### src/rtl/sm3_pkg.sv
// Shared constants, state encoding and byte-lane helpers for the SM3 padding front end.
package sm3_pkg;

  localparam int unsigned BLOCK_W   = 512;
  localparam int unsigned WORD_W    = 32;
  localparam int unsigned HASH_W    = 256;
  localparam int unsigned NUM_WORDS = BLOCK_W / WORD_W;

  localparam logic [HASH_W-1:0] SM3_IV =
    256'h7380166f_4914b2b9_172442d7_da8a0600_a96f30bc_163138aa_e38dee4d_b0fb0e4e;

  typedef enum logic [2:0] {
    StIdle,
    StFill,
    StPad,
    StLen,
    StHash
  } state_e;

  // Keep the first nbytes bytes of a big-endian word; 4 or more keeps all.
  function automatic logic [WORD_W-1:0] byte_mask(input logic [2:0] nbytes);
    unique case (nbytes)
      3'd0:    byte_mask = 32'h0000_0000;
      3'd1:    byte_mask = 32'hff00_0000;
      3'd2:    byte_mask = 32'hffff_0000;
      3'd3:    byte_mask = 32'hffff_ff00;
      default: byte_mask = 32'hffff_ffff;
    endcase
  endfunction

  // 0x80 in the first unused byte lane; nothing when the word is full.
  function automatic logic [WORD_W-1:0] pad80_at(input logic [2:0] nbytes);
    unique case (nbytes)
      3'd0:    pad80_at = 32'h8000_0000;
      3'd1:    pad80_at = 32'h0080_0000;
      3'd2:    pad80_at = 32'h0000_8000;
      3'd3:    pad80_at = 32'h0000_0080;
      default: pad80_at = 32'h0000_0000;
    endcase
  endfunction

endpackage

### src/rtl/sm3_pad_ctrl_if.sv
// Message stream, compression-core handshake and digest bundle for sm3_pad_ctrl.
interface sm3_pad_ctrl_if;
  import sm3_pkg::*;

  logic                in_valid;
  logic                in_ready;
  logic [WORD_W-1:0]   in_data;
  logic [2:0]          in_bytes;
  logic                in_last;

  logic                cf_start;
  logic [HASH_W-1:0]   V1;
  logic [BLOCK_W-1:0]  msg_block;
  logic [HASH_W-1:0]   V2;
  logic                cf_end;

  logic [HASH_W-1:0]   digest;
  logic                digest_valid;

  // Pad controller side.
  modport master (
    input  in_valid, in_data, in_bytes, in_last, V2, cf_end,
    output in_ready, cf_start, V1, msg_block, digest, digest_valid
  );

  // Message source plus compression core side.
  modport slave (
    output in_valid, in_data, in_bytes, in_last, V2, cf_end,
    input  in_ready, cf_start, V1, msg_block, digest, digest_valid
  );

endinterface

### src/rtl/sm3_blk_buf.sv
// 16x32 message block register: indexed byte-masked word write with optional 0x80 insert,
// plus a dedicated port that loads the 64-bit length into words 14-15.
module sm3_blk_buf
  import sm3_pkg::*;
(
  input  logic                clk_i,
  input  logic                rst_i,
  input  logic                we_i,
  input  logic [3:0]          idx_i,
  input  logic [WORD_W-1:0]   data_i,
  input  logic [2:0]          nbytes_i,
  input  logic                ins80_i,
  input  logic                len_we_i,
  input  logic [63:0]         len_i,
  output logic [BLOCK_W-1:0]  block_o
);

  logic [WORD_W-1:0] mem_q [NUM_WORDS];
  logic [WORD_W-1:0] wdata;

  assign wdata = (data_i & byte_mask(nbytes_i)) | (ins80_i ? pad80_at(nbytes_i) : '0);

  always_ff @(posedge clk_i) begin
    if (rst_i) begin
      for (int i = 0; i < NUM_WORDS; i++) mem_q[i] <= '0;
    end else begin
      if (we_i) mem_q[idx_i] <= wdata;
      if (len_we_i) begin
        mem_q[NUM_WORDS-2] <= len_i[63:32];
        mem_q[NUM_WORDS-1] <= len_i[31:0];
      end
    end
  end

  always_comb begin
    block_o = '0;
    for (int i = 0; i < NUM_WORDS; i++) begin
      block_o[BLOCK_W-1-WORD_W*i -: WORD_W] = mem_q[i];
    end
  end

endmodule

### src/rtl/sm3_pad_ctrl.sv
// SM3 front end: packs words into blocks, pads, drives the CF core and chains V2 into V1.
// Define SM3_BLKCNT_EN to add the blk_cnt output counting completed compressions.
module sm3_pad_ctrl
  import sm3_pkg::*;
#(
  parameter int unsigned LEN_W = 64
) (
  input  logic            clk,
  input  logic            rst,
  sm3_pad_ctrl_if.master  bus
`ifdef SM3_BLKCNT_EN
  ,
  output logic [15:0]     blk_cnt
`endif
);

  state_e             state_q, state_d;
  logic [4:0]         widx_q, widx_d, widx_cur;
  logic [LEN_W-1:0]   bitlen_q, bitlen_d, bitlen_cur;
  logic               pend80_q, pend80_d;
  logic               extra_q, extra_d;
  logic               final_q, final_d;
  logic               cf_start_q, cf_start_d;
  logic               in_ready_q, in_ready_d;
  logic [HASH_W-1:0]  v1_q, v1_d;
  logic [HASH_W-1:0]  digest_q, digest_d;
  logic               digest_valid_q, digest_valid_d;

  logic               accept;
  logic               buf_we, buf_ins80, len_we;
  logic [3:0]         buf_idx;
  logic [WORD_W-1:0]  buf_data;
  logic [2:0]         buf_nbytes;
  logic [BLOCK_W-1:0] msg_block;

  assign accept     = bus.in_valid & in_ready_q;
  // A word taken in IDLE starts a fresh message.
  assign widx_cur   = (state_q == StIdle) ? '0 : widx_q;
  assign bitlen_cur = (state_q == StIdle) ? '0 : bitlen_q;

  always_comb begin
    state_d        = state_q;
    widx_d         = widx_q;
    bitlen_d       = bitlen_q;
    pend80_d       = pend80_q;
    extra_d        = extra_q;
    final_d        = final_q;
    v1_d           = v1_q;
    digest_d       = digest_q;
    digest_valid_d = digest_valid_q;
    buf_we         = 1'b0;
    buf_idx        = widx_cur[3:0];
    buf_data       = bus.in_data;
    buf_nbytes     = bus.in_bytes;
    buf_ins80      = 1'b0;
    len_we         = 1'b0;

    unique case (state_q)
      StIdle, StFill: begin
        if (state_q == StIdle) begin
          v1_d     = SM3_IV;
          widx_d   = '0;
          bitlen_d = '0;
          pend80_d = 1'b0;
          extra_d  = 1'b0;
          final_d  = 1'b0;
          state_d  = StFill;
        end
        if (accept) begin
          digest_valid_d = 1'b0;
          buf_we         = 1'b1;
          buf_ins80      = bus.in_last;
          bitlen_d       = bitlen_cur + LEN_W'({bus.in_bytes, 3'b000});
          widx_d         = widx_cur + 5'd1;
          if (bus.in_last) begin
            state_d  = StPad;
            pend80_d = bus.in_bytes[2];
          end else if (widx_cur == 5'd15) begin
            state_d = StHash;
          end
        end
      end
      StPad: begin
        if (widx_q == 5'd16) begin
          // Marker or length did not fit: this block goes out and an all-pad block follows.
          state_d = StHash;
          extra_d = 1'b1;
        end else if (widx_q == 5'd14 && !pend80_q) begin
          state_d = StLen;
        end else begin
          buf_we     = 1'b1;
          buf_idx    = widx_q[3:0];
          buf_data   = pend80_q ? 32'h8000_0000 : 32'h0000_0000;
          buf_nbytes = 3'd4;
          pend80_d   = 1'b0;
          widx_d     = widx_q + 5'd1;
        end
      end
      StLen: begin
        len_we  = 1'b1;
        final_d = 1'b1;
        state_d = StHash;
      end
      StHash: begin
        if (bus.cf_end) begin
          v1_d   = bus.V2;
          widx_d = '0;
          if (final_q) begin
            digest_d       = bus.V2;
            digest_valid_d = 1'b1;
            final_d        = 1'b0;
            state_d        = StIdle;
          end else if (extra_q) begin
            extra_d = 1'b0;
            state_d = StPad;
          end else begin
            state_d = StFill;
          end
        end
      end
      default: state_d = StIdle;
    endcase

    cf_start_d = (state_d == StHash);
    in_ready_d = (state_d == StIdle) || (state_d == StFill);
  end

  always_ff @(posedge clk) begin
    if (rst) begin
      state_q        <= StIdle;
      widx_q         <= '0;
      bitlen_q       <= '0;
      pend80_q       <= 1'b0;
      extra_q        <= 1'b0;
      final_q        <= 1'b0;
      cf_start_q     <= 1'b0;
      in_ready_q     <= 1'b0;
      v1_q           <= SM3_IV;
      digest_q       <= '0;
      digest_valid_q <= 1'b0;
    end else begin
      state_q        <= state_d;
      widx_q         <= widx_d;
      bitlen_q       <= bitlen_d;
      pend80_q       <= pend80_d;
      extra_q        <= extra_d;
      final_q        <= final_d;
      cf_start_q     <= cf_start_d;
      in_ready_q     <= in_ready_d;
      v1_q           <= v1_d;
      digest_q       <= digest_d;
      digest_valid_q <= digest_valid_d;
    end
  end

  sm3_blk_buf u_blk_buf (
    .clk_i    (clk),
    .rst_i    (rst),
    .we_i     (buf_we),
    .idx_i    (buf_idx),
    .data_i   (buf_data),
    .nbytes_i (buf_nbytes),
    .ins80_i  (buf_ins80),
    .len_we_i (len_we),
    .len_i    (64'(bitlen_q)),
    .block_o  (msg_block)
  );

  assign bus.in_ready     = in_ready_q;
  assign bus.cf_start     = cf_start_q;
  assign bus.V1           = v1_q;
  assign bus.msg_block    = msg_block;
  assign bus.digest       = digest_q;
  assign bus.digest_valid = digest_valid_q;

`ifdef SM3_BLKCNT_EN
  logic [15:0] blk_cnt_q, blk_cnt_d;

  // Held through digest_valid; restarts when the next message begins.
  always_comb begin
    blk_cnt_d = blk_cnt_q;
    if ((state_q == StIdle && !digest_valid_q) || (accept && digest_valid_q)) begin
      blk_cnt_d = '0;
    end else if (state_q == StHash && bus.cf_end) begin
      blk_cnt_d = blk_cnt_q + 16'd1;
    end
  end

  always_ff @(posedge clk) begin
    if (rst) blk_cnt_q <= '0;
    else     blk_cnt_q <= blk_cnt_d;
  end

  assign blk_cnt = blk_cnt_q;
`endif

endmodule

### src/flat_wrapper.sv
// flat-port wrapper written by rule: the top's interface ports become plain ports
module sm3_pad_ctrl_flat import sm3_pkg::*;
#(
  parameter int unsigned LEN_W = 64
)
  (clk, rst, bus_in_valid, bus_in_data, bus_in_bytes, bus_in_last, bus_V2, bus_cf_end, bus_in_ready, bus_cf_start, bus_V1, bus_msg_block, bus_digest, bus_digest_valid);
  sm3_pad_ctrl_if bus_i ();
  input  logic clk;
  input  logic rst;
  input wire logic [$bits(bus_i.in_valid)-1:0] bus_in_valid;
  input wire logic [$bits(bus_i.in_data)-1:0] bus_in_data;
  input wire logic [$bits(bus_i.in_bytes)-1:0] bus_in_bytes;
  input wire logic [$bits(bus_i.in_last)-1:0] bus_in_last;
  input wire logic [$bits(bus_i.V2)-1:0] bus_V2;
  input wire logic [$bits(bus_i.cf_end)-1:0] bus_cf_end;
  output wire logic [$bits(bus_i.in_ready)-1:0] bus_in_ready;
  output wire logic [$bits(bus_i.cf_start)-1:0] bus_cf_start;
  output wire logic [$bits(bus_i.V1)-1:0] bus_V1;
  output wire logic [$bits(bus_i.msg_block)-1:0] bus_msg_block;
  output wire logic [$bits(bus_i.digest)-1:0] bus_digest;
  output wire logic [$bits(bus_i.digest_valid)-1:0] bus_digest_valid;
  assign bus_i.in_valid = bus_in_valid;
  assign bus_i.in_data = bus_in_data;
  assign bus_i.in_bytes = bus_in_bytes;
  assign bus_i.in_last = bus_in_last;
  assign bus_i.V2 = bus_V2;
  assign bus_i.cf_end = bus_cf_end;
  assign bus_in_ready = bus_i.in_ready;
  assign bus_cf_start = bus_i.cf_start;
  assign bus_V1 = bus_i.V1;
  assign bus_msg_block = bus_i.msg_block;
  assign bus_digest = bus_i.digest;
  assign bus_digest_valid = bus_i.digest_valid;
  sm3_pad_ctrl #(.LEN_W(LEN_W)) u_core (.clk(clk), .rst(rst), .bus(bus_i));
endmodule
### config.mk
export PLATFORM = sky130hd
export DESIGN_NAME = sm3_pad_ctrl_flat
export DESIGN_NICKNAME = d
export VERILOG_FILES = /design/src/rtl/sm3_pkg.sv /design/src/rtl/sm3_pad_ctrl_if.sv /design/src/rtl/sm3_blk_buf.sv /design/src/rtl/sm3_pad_ctrl.sv /design/src/flat_wrapper.sv
export SDC_FILE = /design/constraint.sdc
export NUM_CORES = 2
export LEC_CHECK = 0
export ABC_AREA = 1
export CAP_MARGIN = 20
export CELL_PAD_IN_SITES_DETAIL_PLACEMENT = 0
export CELL_PAD_IN_SITES_GLOBAL_PLACEMENT = 1
export CORE_AREA = 2 2 521 523
export DETAILED_ROUTE_END_ITERATION = 8
export DIE_AREA = 0 0 523 525
export HOLD_SLACK_MARGIN = 0.06
export PLACE_DENSITY = 0.42
export SYNTH_ARGS = -nofsm -noshare
export SYNTH_HDL_FRONTEND = slang
export SYNTH_HIERARCHICAL = 1
export SYNTH_SLANG_ARGS = --single-unit
### constraint.sdc
create_clock -name clk -period 4.7 [get_ports clk]
set_input_delay 1.175 -clock clk [delete_from_list [all_inputs] [get_ports clk]]
set_output_delay 1.175 -clock clk [all_outputs]
set_load 0.005 [all_outputs]
Word level (Yosys, flattened, before mapping)
Memories as Yosys holds them, arrays and structs flattened.
Cells that the tools add are included.
Widths: inputs -> output; s select.
{"block": "classes", "add_sub_neg": 3, "n_eq_ne": 20, "n_mux": 71, "bitwise_logic": 5, "n_reduce_logical": 19}
{"operator": "$mux 256", "count": 2}
{"operator": "$pmux 256 s2", "count": 1}
{"operator": "$mux 32", "count": 8}
{"operator": "$pmux 32 s4", "count": 2}
{"operator": "$mux 64", "count": 2}
{"operator": "$add 64x6->64", "count": 1}
{"operator": "$mux 3", "count": 11}
{"operator": "$and 32x32->32", "count": 1}
{"operator": "$or 32x32->32", "count": 1}
{"operator": "$reduce_or 32->1", "count": 1}
{"operator": "$mux 1", "count": 28}
{"operator": "$mux 5", "count": 5}
{"operator": "$mux 4", "count": 4}
{"operator": "$pmux 5 s3", "count": 1}
{"operator": "$eq 3x2->1 const B", "count": 4}
{"operator": "$pmux 3 s4", "count": 1}
{"operator": "$reduce_and 3->1", "count": 4}
{"operator": "$add 5x1->5 const B", "count": 2}
{"operator": "$eq 5x4->1 const B", "count": 2}
{"operator": "$eq 3x1->1 const B", "count": 3}
{"operator": "$logic_not 3->1", "count": 3}
{"operator": "$ne 2x1->1 const B", "count": 4}
{"operator": "$ne 2x2->1 const B", "count": 4}
{"operator": "$reduce_and 4->1", "count": 2}
{"operator": "14 further kinds", "count": 21}
{"block": "word_totals", "ff_bits": 590, "ram_bits": 512, "input_bits": 296, "output_inout_bits": 1027, "wordCells": 130, "n_memories": 1}
{"name": "u_core.u_blk_buf.mem_q", "depth": 16, "width": 32, "read_ports": 16, "rd_ports_with_merged_regs": 0, "write_ports": 16, "line_no": "sm3_blk_buf.sv:18", "rtl": "logic [WORD_W-1:0] mem_q [NUM_WORDS];"}

Logic depth before layout (Yosys ltp)
{"block": "depth", "depth_word": 10, "mapped_depth": 20, "depth_no_buf": 18}

By module
The synthesis kept the hierarchy.
{"mod": "sm3_pad_ctrl", "instances": 1, "cells_each": 3168, "area_each_um2": 23417.5, "seq_area_each_um2": 11751.3}
{"mod": "sm3_blk_buf", "instances": 1, "cells_each": 1288, "area_each_um2": 18496.5, "seq_area_each_um2": 15374.7}

Worst setup path after synthesis
OpenSTA, ideal clock, no wires.
{"block": "synth_timing", "kind": "input-to-reg", "from": "in bus_in_valid", "to": "mem u_core.u_blk_buf.mem_q[10][0], enable pin", "setup_ns": 0.389, "arrival_time_ns": 3.140, "required_ns": 4.311, "path_slack_ns": 1.170, "cell_stages": 10, "n_path_buf": 2, "path_cell_list": "nand2_1 nor2_4 inv_1 nand2_1 inv_1 nor2_1 buf_2 nand4_1 buf_2 nand2_1"}
{"element": "from (decl)", "line_no": "flat_wrapper.sv:10", "rtl": "input wire logic [$bits(bus_i.in_valid)-1:0] bus_in_valid;"}
{"element": "to (decl)", "line_no": "sm3_blk_buf.sv:18"}

==> impl_metrics.csv <==
group,metric,value,unit
logic_synthesis,synth_edf_count,512,
placement,io_buffer_count,1322,
clock_network,root_buffer,"clkbuf_16",
logic_synthesis,async_reset_ff_share,0,%
clock_network,clkSinkCount,1099,
clock_network,worstSkewPairLatency,0.81,ns
route,dr.first_iter.drc_count,2470,
power_and_ir_drop,seqPwrFrac,43.8,%
route,drcViolationCount,0,
logic_synthesis,seq_area_frac_synth,64.7,%
critical_path,crit_path_end_kind,"flip-flop",
floorplan,ios,1323,
critical_path,crit_type,"reg -> reg",
floorplan,design.core.area,269000,um^2
sta,rsz0062_at_grt,"false",
job,maxCapViolCount,0,
route,first_pass_iters,7,
logic_synthesis,synth.top_cell.area_share,36.7,%
floorplan,dieArea,275000,um^2
grt,grt_antenna_before_repair,78,
floorplan,die_h,525,um
power_and_ir_drop,irDropWorstVdd,0.338,mV
logic_synthesis,ys_types,52,
grt,track_usage,17.8,%
clock_network,postCtsHoldBufs,0,
logic_synthesis,postSynthCellCount,4456,
route,drt-total-wl,256000,um
sta,finalHoldViolations,0,
logic_synthesis,synthTopCellsByCount,"nand2_1, nor2_1, dfxtp_1",
power_and_ir_drop,switching_power,6.36,mW
sta,period_share,79.4,%
layout,finalNetCount,6003,
floorplan,start_util,15.6,%
clock_network,cts_buffer_depth,3,
route,ant_nets,0,
layout,multiInputGateArea,12800,um^2
power_and_ir_drop,combPwrFrac,9.6,%
sta,finalSetupTns,0,ns
logic_synthesis,yosysWarnings,6,
grt,grt_max_degree,190,
clock_network,postCtsSetupBuffers,0,
clock_network,cts_buffers,145,
power_and_ir_drop,p_clk_share,46.7,%
critical_path,cp_max_fo,34,
route,route.vias.total,37900,
grt,grt_pass1_vias,37300,
critical_path,crit_arrival,4.34,ns
placement,gp_routability_congestion,0.843,
logic_synthesis,syn_area,41900,um^2
clock_network,cts_tree,"built",
sta,fmax,268,MHz
layout,ff_latch_area,27100,um^2
critical_path,startpoint_type,"flip-flop",
layout,area_growth,53.1,%
sta,fin_crit,3.73,ns
placement,dp_hpwl,188000,um
layout,drive_gt1_share,6.69,%
logic_synthesis,avgSynthCellArea,9.41,um^2
clock_network,clk_pin_slew,0.06,ns
clock_network,htreeDepth,4,
floorplan,num_rows,191,
grt,grt-ovfl-total,0,
sta,skew,0.0571,ns
grt,grt_first_pass_wirelength,339000,um
logic_synthesis,synth.area.top_cells,"edfxtp_1, dfxtp_1, nand2_1, a21oi_1, nand3_1",
power_and_ir_drop,power_leakage,21.8,nW
sta,max-slew-margin-rel,20.4,%
sta,tightestPinTransition,1.19,ns
worst_hold_path,min_path_type,"reg -> reg",
logic_synthesis,synth_top_area_cell,"edfxtp_1",
logic_synthesis,synth_flop_cell,"dfxtp_1",
power_and_ir_drop,powerDensity,371,nW/um^2
logic_synthesis,synth.most_common_cell,"nand2_1",
critical_path,crit_required,5.31,ns
power_and_ir_drop,p_int,17.4,mW
sta,fin_hold_ws,0.455,ns
route,vias_per_cell,4.03,
run_status,status,"completed",
layout,fill_cells,29000,
sta,maxSlewViolCount,0,
power_and_ir_drop,sw_frac_of_total,26.7,%
sta,setup_viol,0,
route,avgRoutedWirePerCell,27.2,um
logic_synthesis,synth_seq_cells,1099,
clock_network,cts-resized-gates,0,
floorplan,fp.dieW,523,um
## cells in the final DEF (no fill, tap or decap), drive strengths merged, types with 2 or more instances in the layout
master         Yosys  routed
nand2            846     846
a221oi             2       2
o21ai            224     224
buf               91     112
diode              0      27
conb               1       3
or2                3       3
nor3              21      21
nand3b             2       2
clkdlybuf4s50      0    1320
clkbuf           248     198
a31oi              3       3
clkinvlp           0       6
o21bai             2       2
nor3b              2       2
edfxtp           512     512
nor4               4       4
o21a               7       7
dfxtp            587     587
nand4             23      23
nor2             641     641
inv              180     186
nand3            478     478
bufinv             0       5
ha                 8       8
a21oi            557     557
clkinv             1      48
## power groups by stage
stage	Combinational, mW	Sequential (mW)	Clock [mW]
global placement	2.33	10.6	0
detailed placement	2.32	10.6	0
CTS	2.33	10.4	11.5
global route	2.42	10.4	11.8
floorplan	0.649	10.6	0
finish	2.27	10.4	11.1
## metal layers
| layer | track usage [%] | share of wire (%) | vias up |
|---|---|---|---|
| li1 | - | - | 17500 |
| met1 | 20.2 | 39 | 18500 |
| met2 | 30.6 | 48 | 1447 |
| met3 | 6.86 | 9.4 | 356 |
| met4 | 5.72 | 3.4 | 68 |
| met5 | 0 | 0.16 | - |
## metrics by stage
stage	worst slack (ns)	std cells	area, um^2	power (mW)	util, %
finish	0.967	9410	64200	23.8	23.8
global route	0.630	9387	64100	24.7	23.8
CTS	0.766	9383	64100	24.3	23.8
detailed placement	0.0403	9121	59400	12.9	22.1
global placement	0.00574	9121	59400	13.0	22.1
floorplan	1.17	4458	41900	11.3	-
## state kept, by name, indices dropped and copies added (netlist names)
name,flops
u_core/bus.in_ready,1
u_core/bus.digest,256
u_core/bus.V1,256
u_core/bus.cf_start,1
u_core/final_q,1
u_core/pend80_q,1
u_core/bitlen_q,61
u_core/bus.digest_valid,1
u_core/state_q,3
u_core/u_blk_buf/mem_q,512
u_core/extra_q,1
u_core/widx_q,5
## area by class of cell
cell class              count  share of cell area, %
flip-flops and latches   1099                   42.3
clock buffers             198                   6.23
diodes                     27                  0.105
repair buffers           1432                   22.3
inverters                 181                   1.08
multi-input cells        2839                   19.9
well taps                3570                   6.96
clock inverters            64                   1.10
## worst paths after layout
kind	start	depth (start not counted)	endpoint	slack, ns
setup reg to reg	u_core/state_q[2]$_SDFF_PP0_	15	u_core/u_blk_buf/mem_q[4][15]$_SDFFCE_PN0P_	0.97
hold reg to reg	u_core/bus.V1[222]$_SDFFE_PP1P_	2	u_core/bus.V1[222]$_SDFFE_PP1P_	0.46
hold / removal	u_core/bus.V1[222]$_SDFFE_PP1P_	2	u_core/bus.V1[222]$_SDFFE_PP1P_	0.46
setup / recovery	u_core/state_q[2]$_SDFF_PP0_	15	u_core/u_blk_buf/mem_q[4][15]$_SDFFCE_PN0P_	0.97
## worst max-delay path, cell delays in order (launching register included)
cell and delay [ns]:
dfxtp_1 0.48, inv_2 0.10, nand3_1 0.18, inv_1 0.17, nand2_1 0.12, inv_1 0.12, o21ai_4 0.09, buf_4 0.40
nand2_1 0.19, inv_1 0.20, nand2_1 0.07, nand2_1 0.35, nand2_1 0.12, o21ai_2 0.27, inv_1 0.51, nor2_1 0.20
## logic make-up (layout without fill, tap and decap cells)
logic type | after synthesis | after routing | share of synthesized area, %
AO/OA/AOI/OAI | 802 | 802 | 9.72
XOR/XNOR | 2 | 2 | 0.0418
adder cells (fa/ha/maj) | 9 | 9 | 0.287
buffers and inverters | 520 | 1875 | 4.97
flip-flops | 1099 | 1099 | 64.7
other | 1 | 30 | 0.00895
AND/OR/NAND/NOR | 2023 | 2023 | 20.3
(Power assumes the default switching activity.)
